**src/rtl/mac_feed_ctrl_pkg.sv**
```systemverilog
// Shared definitions for the MAC array row feeder: FSM encoding, word width and drain timing.
package mac_feed_ctrl_pkg;

   localparam int WORD_W = 32;

   localparam int ROWS_DEF      = 4;
   localparam int BPW_DEF       = 4;
   localparam int DRAIN_CYC_DEF = 2;

   typedef enum logic [1:0] {
      ST_IDLE  = 2'd0,
      ST_FEED  = 2'd1,
      ST_DRAIN = 2'd2
   } feedState_e;

   // Cycles from the end of the last tile until every row buffer has shifted out.
   function automatic int drainLen(input int rows, input int bpw, input int drainCyc);
      return rows - 1 + bpw + drainCyc;
   endfunction

   localparam int DRAIN_LEN = drainLen(ROWS_DEF, BPW_DEF, DRAIN_CYC_DEF);

endpackage

```
**src/rtl/mac_feed_ctrl_if.sv**
```systemverilog
// Command, operand-memory and row-buffer signals of the MAC row feeder.
interface mac_feed_ctrl_if #(
   parameter int ROWS   = 4,
   parameter int ADDR_W = 10,
   parameter int TILE_W = 8
);
   import mac_feed_ctrl_pkg::*;

   logic                     start;
   logic                     abort;
   logic [ADDR_W-1:0]        baseAddr;
   logic [TILE_W-1:0]        numTiles;
   logic                     memRdEn;
   logic [ADDR_W-1:0]        memAddr;
   logic [ROWS*WORD_W-1:0]   memRdata;
   logic [ROWS-1:0]          rowEn;
   logic [ROWS*WORD_W-1:0]   rowWord;
   logic                     busy;
   logic                     done;

   // The feeder is the master: it owns the memory read port and the row-buffer loads.
   modport master (
      input  start, abort, baseAddr, numTiles, memRdata,
      output memRdEn, memAddr, rowEn, rowWord, busy, done
   );

   modport slave (
      output start, abort, baseAddr, numTiles, memRdata,
      input  memRdEn, memAddr, rowEn, rowWord, busy, done
   );

endinterface

```
**src/rtl/mac_feed_skew.sv**
```systemverilog
// Triangular delay line: lane r delays its {enable, word} by r cycles to form the systolic wavefront.
module mac_feed_skew
   import mac_feed_ctrl_pkg::*;
#(
   parameter int ROWS = 4
)(
   input  logic                   clk,
   input  logic                   clear_i,
   input  logic                   issueEn_i,
   input  logic [ROWS*WORD_W-1:0] issueWord_i,
   output logic [ROWS-1:0]        laneEn_o,
   output logic [ROWS*WORD_W-1:0] laneWord_o
);

   assign laneEn_o[0]              = issueEn_i;
   assign laneWord_o[WORD_W-1:0]   = issueWord_i[WORD_W-1:0];

   for (genvar r = 1; r < ROWS; r++) begin : gLane
      logic              enPipe_q   [r];
      logic [WORD_W-1:0] wordPipe_q [r];

      // Only slice r travels down lane r, so each stage holds a single 32-bit word.
      always_ff @(posedge clk) begin
         if (clear_i) begin
            for (int k = 0; k < r; k++) begin
               enPipe_q[k]   <= 1'b0;
               wordPipe_q[k] <= '0;
            end
         end else begin
            enPipe_q[0]   <= issueEn_i;
            wordPipe_q[0] <= issueWord_i[r*WORD_W +: WORD_W];
            for (int k = 1; k < r; k++) begin
               enPipe_q[k]   <= enPipe_q[k-1];
               wordPipe_q[k] <= wordPipe_q[k-1];
            end
         end
      end

      assign laneEn_o[r]                    = enPipe_q[r-1];
      assign laneWord_o[r*WORD_W +: WORD_W] = wordPipe_q[r-1];
   end

endmodule

```
**src/rtl/mac_feed_ctrl.sv**
```systemverilog
// MAC array row feeder: fetches one operand word per tile and issues skewed row-buffer loads.
// Optional FEED_PERF_EN adds the perfCycles_o busy-cycle counter.
module mac_feed_ctrl
   import mac_feed_ctrl_pkg::*;
#(
   parameter int ROWS      = 4,
   parameter int BPW       = 4,
   parameter int ADDR_W    = 10,
   parameter int TILE_W    = 8,
   parameter int DRAIN_CYC = 2
)(
   input  logic            clk,
   input  logic            rst,
   mac_feed_ctrl_if.master bus
`ifdef FEED_PERF_EN
   ,
   output logic [31:0]     perfCycles_o
`endif
);

   localparam int DLEN  = drainLen(ROWS, BPW, DRAIN_CYC);
   localparam int PH_W  = (BPW > 1) ? $clog2(BPW) : 1;
   localparam int CNT_W = $clog2(DLEN + 1);

   feedState_e          state_q, state_d;
   logic [PH_W-1:0]     ph_q, ph_d;
   logic [TILE_W-1:0]   tile_q, tile_d;
   logic [TILE_W-1:0]   num_q, num_d;
   logic [ADDR_W-1:0]   base_q, base_d;
   logic [CNT_W-1:0]    drainCnt_q, drainCnt_d;
   logic                done_q, done_d;
   logic                rdPend_q, rdPend_d;

   logic                memRdEn;
   logic                busy;
   logic [ROWS-1:0]        laneEn;
   logic [ROWS*WORD_W-1:0] laneWord;
   logic [ROWS*WORD_W-1:0] hold_q;

   always_ff @(posedge clk) begin
      if (rst) begin
         state_q    <= ST_IDLE;
         ph_q       <= '0;
         tile_q     <= '0;
         num_q      <= '0;
         base_q     <= '0;
         drainCnt_q <= '0;
         done_q     <= 1'b0;
         rdPend_q   <= 1'b0;
      end else begin
         state_q    <= state_d;
         ph_q       <= ph_d;
         tile_q     <= tile_d;
         num_q      <= num_d;
         base_q     <= base_d;
         drainCnt_q <= drainCnt_d;
         done_q     <= done_d;
         rdPend_q   <= rdPend_d;
      end
   end

   always_comb begin
      state_d    = state_q;
      ph_d       = ph_q;
      tile_d     = tile_q;
      num_d      = num_q;
      base_d     = base_q;
      drainCnt_d = drainCnt_q;
      done_d     = 1'b0;

      unique case (state_q)
         ST_IDLE: begin
            // Abort outranks Start; a zero-tile request completes without touching memory.
            if (bus.start && !bus.abort) begin
               if (bus.numTiles != '0) begin
                  state_d = ST_FEED;
                  base_d  = bus.baseAddr;
                  num_d   = bus.numTiles;
                  tile_d  = '0;
                  ph_d    = '0;
               end else begin
                  done_d  = 1'b1;
               end
            end
         end
         ST_FEED: begin
            if (bus.abort) begin
               state_d = ST_IDLE;
            end else if (ph_q == PH_W'(BPW - 1)) begin
               ph_d = '0;
               if (tile_q == num_q - TILE_W'(1)) begin
                  state_d    = ST_DRAIN;
                  drainCnt_d = '0;
               end else begin
                  tile_d = tile_q + TILE_W'(1);
               end
            end else begin
               ph_d = ph_q + PH_W'(1);
            end
         end
         ST_DRAIN: begin
            if (bus.abort) begin
               state_d = ST_IDLE;
            end else if (drainCnt_q == CNT_W'(DLEN - 1)) begin
               state_d = ST_IDLE;
               done_d  = 1'b1;
            end else begin
               drainCnt_d = drainCnt_q + CNT_W'(1);
            end
         end
         default: state_d = ST_IDLE;
      endcase
   end

   assign memRdEn  = (state_q == ST_FEED) && (ph_q == '0);
   assign busy     = (state_q != ST_IDLE);
   // A read aborted in its own cycle must not turn into a row-0 load when its data returns.
   assign rdPend_d = memRdEn && !bus.abort;

   assign bus.memRdEn = memRdEn;
   assign bus.memAddr = memRdEn ? (base_q + ADDR_W'(tile_q)) : '0;
   assign bus.busy    = busy;
   assign bus.done    = done_q;

   mac_feed_skew #(
      .ROWS (ROWS)
   ) uSkew (
      .clk         (clk),
      .clear_i     (rst | bus.abort),
      .issueEn_i   (rdPend_q),
      .issueWord_i (bus.memRdata),
      .laneEn_o    (laneEn),
      .laneWord_o  (laneWord)
   );

   always_ff @(posedge clk) begin
      if (rst) begin
         hold_q <= '0;
      end else begin
         for (int r = 0; r < ROWS; r++) begin
            if (laneEn[r]) begin
               hold_q[r*WORD_W +: WORD_W] <= laneWord[r*WORD_W +: WORD_W];
            end
         end
      end
   end

   // Each row word follows its lane while loading and otherwise keeps the last value loaded.
   for (genvar r = 0; r < ROWS; r++) begin : gRowOut
      assign bus.rowWord[r*WORD_W +: WORD_W] =
         laneEn[r] ? laneWord[r*WORD_W +: WORD_W] : hold_q[r*WORD_W +: WORD_W];
   end
   assign bus.rowEn = laneEn;

`ifdef FEED_PERF_EN
   logic        startAcc;
   logic [31:0] perf_q;

   assign startAcc = (state_q == ST_IDLE) && bus.start && !bus.abort;

   always_ff @(posedge clk) begin
      if (rst) begin
         perf_q <= '0;
      end else if (startAcc) begin
         perf_q <= '0;
      end else if (busy) begin
         perf_q <= perf_q + 32'd1;
      end
   end

   assign perfCycles_o = perf_q;
`endif

endmodule

```
**src/flat_wrapper.sv**
```systemverilog
// flat-port wrapper written by rule: the top's interface ports become plain ports
module mac_feed_ctrl_flat import mac_feed_ctrl_pkg::*;
#(
   parameter int ROWS      = 4,
   parameter int BPW       = 4,
   parameter int ADDR_W    = 10,
   parameter int TILE_W    = 8,
   parameter int DRAIN_CYC = 2
)
  (clk, rst, bus_start, bus_abort, bus_baseAddr, bus_numTiles, bus_memRdata, bus_memRdEn, bus_memAddr, bus_rowEn, bus_rowWord, bus_busy, bus_done);
  mac_feed_ctrl_if #(.ROWS(ROWS), .ADDR_W(ADDR_W), .TILE_W(TILE_W)) bus_i ();
  input  logic clk;
  input  logic rst;
  input wire logic [$bits(bus_i.start)-1:0] bus_start;
  input wire logic [$bits(bus_i.abort)-1:0] bus_abort;
  input wire logic [$bits(bus_i.baseAddr)-1:0] bus_baseAddr;
  input wire logic [$bits(bus_i.numTiles)-1:0] bus_numTiles;
  input wire logic [$bits(bus_i.memRdata)-1:0] bus_memRdata;
  output wire logic [$bits(bus_i.memRdEn)-1:0] bus_memRdEn;
  output wire logic [$bits(bus_i.memAddr)-1:0] bus_memAddr;
  output wire logic [$bits(bus_i.rowEn)-1:0] bus_rowEn;
  output wire logic [$bits(bus_i.rowWord)-1:0] bus_rowWord;
  output wire logic [$bits(bus_i.busy)-1:0] bus_busy;
  output wire logic [$bits(bus_i.done)-1:0] bus_done;
  assign bus_i.start = bus_start;
  assign bus_i.abort = bus_abort;
  assign bus_i.baseAddr = bus_baseAddr;
  assign bus_i.numTiles = bus_numTiles;
  assign bus_i.memRdata = bus_memRdata;
  assign bus_memRdEn = bus_i.memRdEn;
  assign bus_memAddr = bus_i.memAddr;
  assign bus_rowEn = bus_i.rowEn;
  assign bus_rowWord = bus_i.rowWord;
  assign bus_busy = bus_i.busy;
  assign bus_done = bus_i.done;
  mac_feed_ctrl #(.ROWS(ROWS), .BPW(BPW), .ADDR_W(ADDR_W), .TILE_W(TILE_W), .DRAIN_CYC(DRAIN_CYC)) u_core (.clk(clk), .rst(rst), .bus(bus_i));
endmodule
```
**config.mk**
```make
export PLATFORM = sky130hd
export DESIGN_NAME = mac_feed_ctrl_flat
export DESIGN_NICKNAME = d
export VERILOG_FILES = /design/src/rtl/mac_feed_ctrl_pkg.sv /design/src/rtl/mac_feed_ctrl_if.sv /design/src/rtl/mac_feed_skew.sv /design/src/rtl/mac_feed_ctrl.sv /design/src/flat_wrapper.sv
export SDC_FILE = /design/constraint.sdc
export NUM_CORES = 1
export LEC_CHECK = 0
export CAP_MARGIN = 40
export CORE_ASPECT_RATIO = 0.9
export CORE_MARGIN = 3
export CORE_UTILIZATION = 49
export DETAILED_ROUTE_END_ITERATION = 6
export PLACE_DENSITY = 0.78
export SYNTH_ARGS = -nofsm -noshare
export SYNTH_HDL_FRONTEND = slang
export SYNTH_SLANG_ARGS = --single-unit
```
**constraint.sdc**
```tcl
create_clock -name clk -period 3.05 [get_ports clk]
set_input_delay 0.61 -clock clk [delete_from_list [all_inputs] [get_ports clk]]
set_output_delay 0.61 -clock clk [all_outputs]
set_load 0.02 [all_outputs]
```
==> summary.md <==
| Metric | Value |
|---|---|
| Largest net degree at the start of global routing | 103 |
| Largest delay share family, worst path | adder cells |
| Wire length after detailed routing | 26700 microns |
| Delay of the slowest cell on the worst path | 0.34 ns |
| #FFs+latches synth | 359 |
| Remaining global-route overflow | 0 |
| Worst hold path cell count | 1 |
| Number of iterations in the first detailed-routing pass | 5 |
| Count of hold buffers inserted by post-cts repair | 0 |
| Post-detailed-route DRC marker count | 0 |
| Total Power | 0.00964 W |
| Logic depth of the worst path, buffers included | 10 |
| Hold EP | u_core.uSkew.gLane[3].wordPipe_q[0][93] |
| Final period demand of the worst path | 3.08 ns |
| Yosys synthesis warning count | 0 |
| Tcrit/Tclk final | 1.01 |
| Clock slew at reported path FFs | 0.06 ns |
| Std-Cell Core Area | 24600 sq um |
| Floorplan row count | 54 |
| Switching share of power | 0.208 |
| Total number of vias | 8204 |
| Top cells by instance count after synthesis | sky130_fd_sc_hd__dfxtp_1, sky130_fd_sc_hd__and2_1, sky130_fd_sc_hd__nor2b_1, sky130_fd_sc_hd__mux2_2, sky130_fd_sc_hd__clkbuf_1 |
| Inserted Diodes | 0 |
| Total global routing track utilization | 0.186 |
| Relative slew slack | 0.643 |
| Reg-to-reg slack, setup | 0.47 ns |
| Initial Util | 0.506 |
| Remaining number of nets flagged by the antenna check after routing | 0 |
| Per-cell routed wire length | 15.3 microns |
| Distinct cell type count of the synthesized netlist | 64 |
| Final layout net count | 1557 |
| Share of layout cells above drive strength 1 | 0.174 |
| Die height | 157 microns |
| Clock tree from TritonCTS | built |
| Initial antenna violation count | 2 |
| Worst Path Class, Setup | reg2out |
| Crit Path Max Fanout | 2 |
| First-pass GRT wire length | 41600 microns |
| Maximum Capacitance Violations | 0 |
| Area growth from synthesis to final layout | 36.7% |
| Gate Count Post-Synth | 1094 |
| Storage cell area | 7190 sq um |
| Internal power | 0.00763 W |
| Path class of the lowest-slack min-delay path | reg2reg |
| Number of DRC markers after the initial detailed-route iteration | 395 |
| Syn Area/Cell | 11.4 sq um |
| Vias in the first global route | 8061 |
| Setup skew after layout | 0.0141 ns |
| CP Cell Sequence | ha_4 > fa_2 > a21o_1 > a21oi_2 > nor2b_2 > o21ai_2 > nor2b_4 > xor2_1 > nor2_1 > buf_4 |
| Number of flops mapped to enable cells by yosys | 0 |
| CP required | 2.44 ns |
| Arrival time at the worst endpoint | 2.47 ns |
| IO Pins | 295 |
| Predominant post-synthesis flop cell | sky130_fd_sc_hd__dfxtp_1 |
| Number of hold-slack violations in the final timing report | 0 |
| Number of buffers inserted during clock tree synthesis | 36 |
| Skew-Pair Late Insertion Delay | 0.51 ns |
| Hold Startpoint | u_core.uSkew.gLane[3].wordPipe_q[0][61] |
| Number of buffers on the longest clock path | 3 |
| Ratio of routed vias to standard cells | 4.68 |
| Horizontal die dimension | 174 microns |
| Filler Cell Count | 1867 |
| Number of input and output port buffers inserted | 294 |
| Async SR Flop Fraction | 0 |
| P_leak | 6.85 nW |
| Post-synth top area share | 0.577 |
| Sequential-to-total area share from yosys stat | 0.577 |
| Cell type contributing the most total cell area after synthesis | sky130_fd_sc_hd__dfxtp_1 |
| Top achievable clock speed | 0.325 GHz |
| Reg-to-reg critical path endpoint | u_core.tile_q[6] |
| HPWL Detailed | 17700 microns |
| Setup-failing EPs final | 2 |
| Largest cells by area after synthesis | sky130_fd_sc_hd__dfxtp_1, sky130_fd_sc_hd__mux2_2, sky130_fd_sc_hd__and2_1 |
| Post-synthesis net count | 1259 |
| Sink count of the clock tree | 359 |
| Portion of total power attributed to combinational logic | 0.057 |
| Most common cell in the synthesized netlist | sky130_fd_sc_hd__dfxtp_1 |
| Placer congestion estimate | 0.804 |
| Reg2reg path depth | 9 |
| Peak supply drop | 0.000442 V |
| Startpoint type of the worst setup path | register |
| Buffers plus inverters on the worst setup path | 1 |
| Worst path slowest cell | sky130_fd_sc_hd__dfxtp_2 |
| H-tree depth reported by CTS | 2 |
| Critical Path End Type | primary output |
| Violated checks | negative setup slack |
| Clock share of power | 0.445 |
| Run status | finished with violations |
| Synthesized area | 12400 sq um |
| Die Area | 27400 sq um |
| Final hold slack | 0.420 ns |
| Unrepaired setup endpoints after global routing | true |
| Share of power burned in registers | 0.499 |
| Post-layout worst setup margin | -0.0308 ns |
| Total power divided by cell area | 566 nW/um^2 |
| Pins Over Slew Limit | 0 |
| Worst slew pin tran | 0.536 ns |
| Sw Pwr | 0.00200 W |
| Area used by multi-input combinational logic | 5030 sq um |
| Source of the worst register-to-register timing path | u_core.num_q[0] |
| Buffer cell driving the clock tree root | sky130_fd_sc_hd__clkbuf_16 |
## registers in the layout, indices dropped and copies added, names as in the netlist, 2 cells and up
| name | count |
|---|---|
| u_core.num_q | 8 |
| u_core.hold_q | 128 |
| u_core.ph_q | 2 |
| u_core.uSkew.gLane.wordPipe_q | 192 |
| u_core.state_q | 2 |
| u_core.tile_q | 8 |
| u_core.base_q | 10 |
| u_core.uSkew.gLane.enPipe_q | 3 |
| u_core.drainCnt_q | 4 |
## worst register-to-register path, cell delays in order, from the launching register on
cell and delay, ns:
sky130_fd_sc_hd__dfxtp_1 0.42, sky130_fd_sc_hd__inv_1 0.07, sky130_fd_sc_hd__ha_1 0.22, sky130_fd_sc_hd__nor3b_2 0.21, sky130_fd_sc_hd__or2b_2 0.30, sky130_fd_sc_hd__a32oi_1 0.36
sky130_fd_sc_hd__nor3_2 0.14, sky130_fd_sc_hd__a2111oi_4 0.46, sky130_fd_sc_hd__nand4_1 0.14, sky130_fd_sc_hd__a21oi_1 0.19
## power by group through the flow
stage | logic, W | clock network (W) | registers [W]
2_1_floorplan | 0.000264 | 0 | 0.00490
3_3_place_gp | 0.000536 | 0 | 0.00491
3_5_place_dp | 0.000543 | 0 | 0.00491
4_1_cts | 0.000549 | 0.00440 | 0.00481
5_1_grt | 0.000592 | 0.00459 | 0.00481
6_report | 0.000546 | 0.00428 | 0.00481
## per-stage QoR
step / worst slack [ns] / cells / setup TNS, ns / utilization / area, sq um
2_1_floorplan: 0.367 / 1094 / 0 / - / 12400
3_3_place_gp: -0.175 / 1682 / -0.349 / 0.640 / 15700
3_5_place_dp: -0.234 / 1682 / -0.494 / 0.640 / 15700
4_1_cts: -0.115 / 1748 / -0.268 / 0.690 / 17000
5_1_grt: -0.136 / 1752 / -0.371 / 0.692 / 17000
6_report: -0.0308 / 1752 / -0.0572 / 0.692 / 17000
## cell families (layout without fill, tap and decap cells)
kind of cell,after synthesis,count (layout),synth area share
xor+xnor,18,18,0.0127
mux,146,146,0.130
flops,359,359,0.577
compound gates,50,50,0.0296
fa+ha+maj,15,15,0.0157
buf+inv,73,395,0.0242
simple gates,433,433,0.210
## what timing repair did
action                     CTS  global route
setup buffers                4             4
pin swaps                   10            12
setup endpoints to repair    9             7
resized for setup           40             9
gates cloned                 0             0
## layout by cell type (no fill, tap or decap), drive strengths merged, types with 10 or more instances in the layout
master / instances
dfxtp: 359
clkdlybuf4s50: 286
and2: 197
nor2b: 136
mux2: 128
clkbuf: 54
nor2: 41
buf: 33
a21oi: 23
mux2i: 18
inv: 14
ha: 14
xnor2: 12
nand2: 11
nor3: 10
## worst max-delay path by stage
stage	from	to	slack, ns
after floorplan	u_core.tile_q[0]	bus_memAddr[6]	0.37
after global placement	u_core.base_q[0]	bus_memAddr[6]	-0.17
after detailed placement	u_core.base_q[0]	bus_memAddr[8]	-0.23
after CTS	u_core.tile_q[0]	bus_memAddr[7]	-0.12
after global routing	u_core.base_q[0]	bus_memAddr[7]	-0.14
final	u_core.base_q[0]	bus_memAddr[6]	-0.03
## metal layers
layer	global-route usage	vias up	wire length, microns
met5	0	-	21
met4	0.0540	4	622
met3	0.0740	42	2350
met2	0.315	240	12500
met1	0.222	3769	11300
li1	-	4149	-
## layout make-up
| class | instances | share of cell area |
|---|---|---|
| Clock buffer | 53 | 0.0608 |
| Tap cell | 336 | 0.0247 |
| Sequential cell | 359 | 0.423 |
| Clock inverter | 9 | 0.00735 |
| Inverter | 12 | 0.00265 |
| Multi-Input combinational cell | 662 | 0.296 |
| Timing Repair Buffer | 321 | 0.186 |
Note: power is estimated with default switching activity, not from simulation.
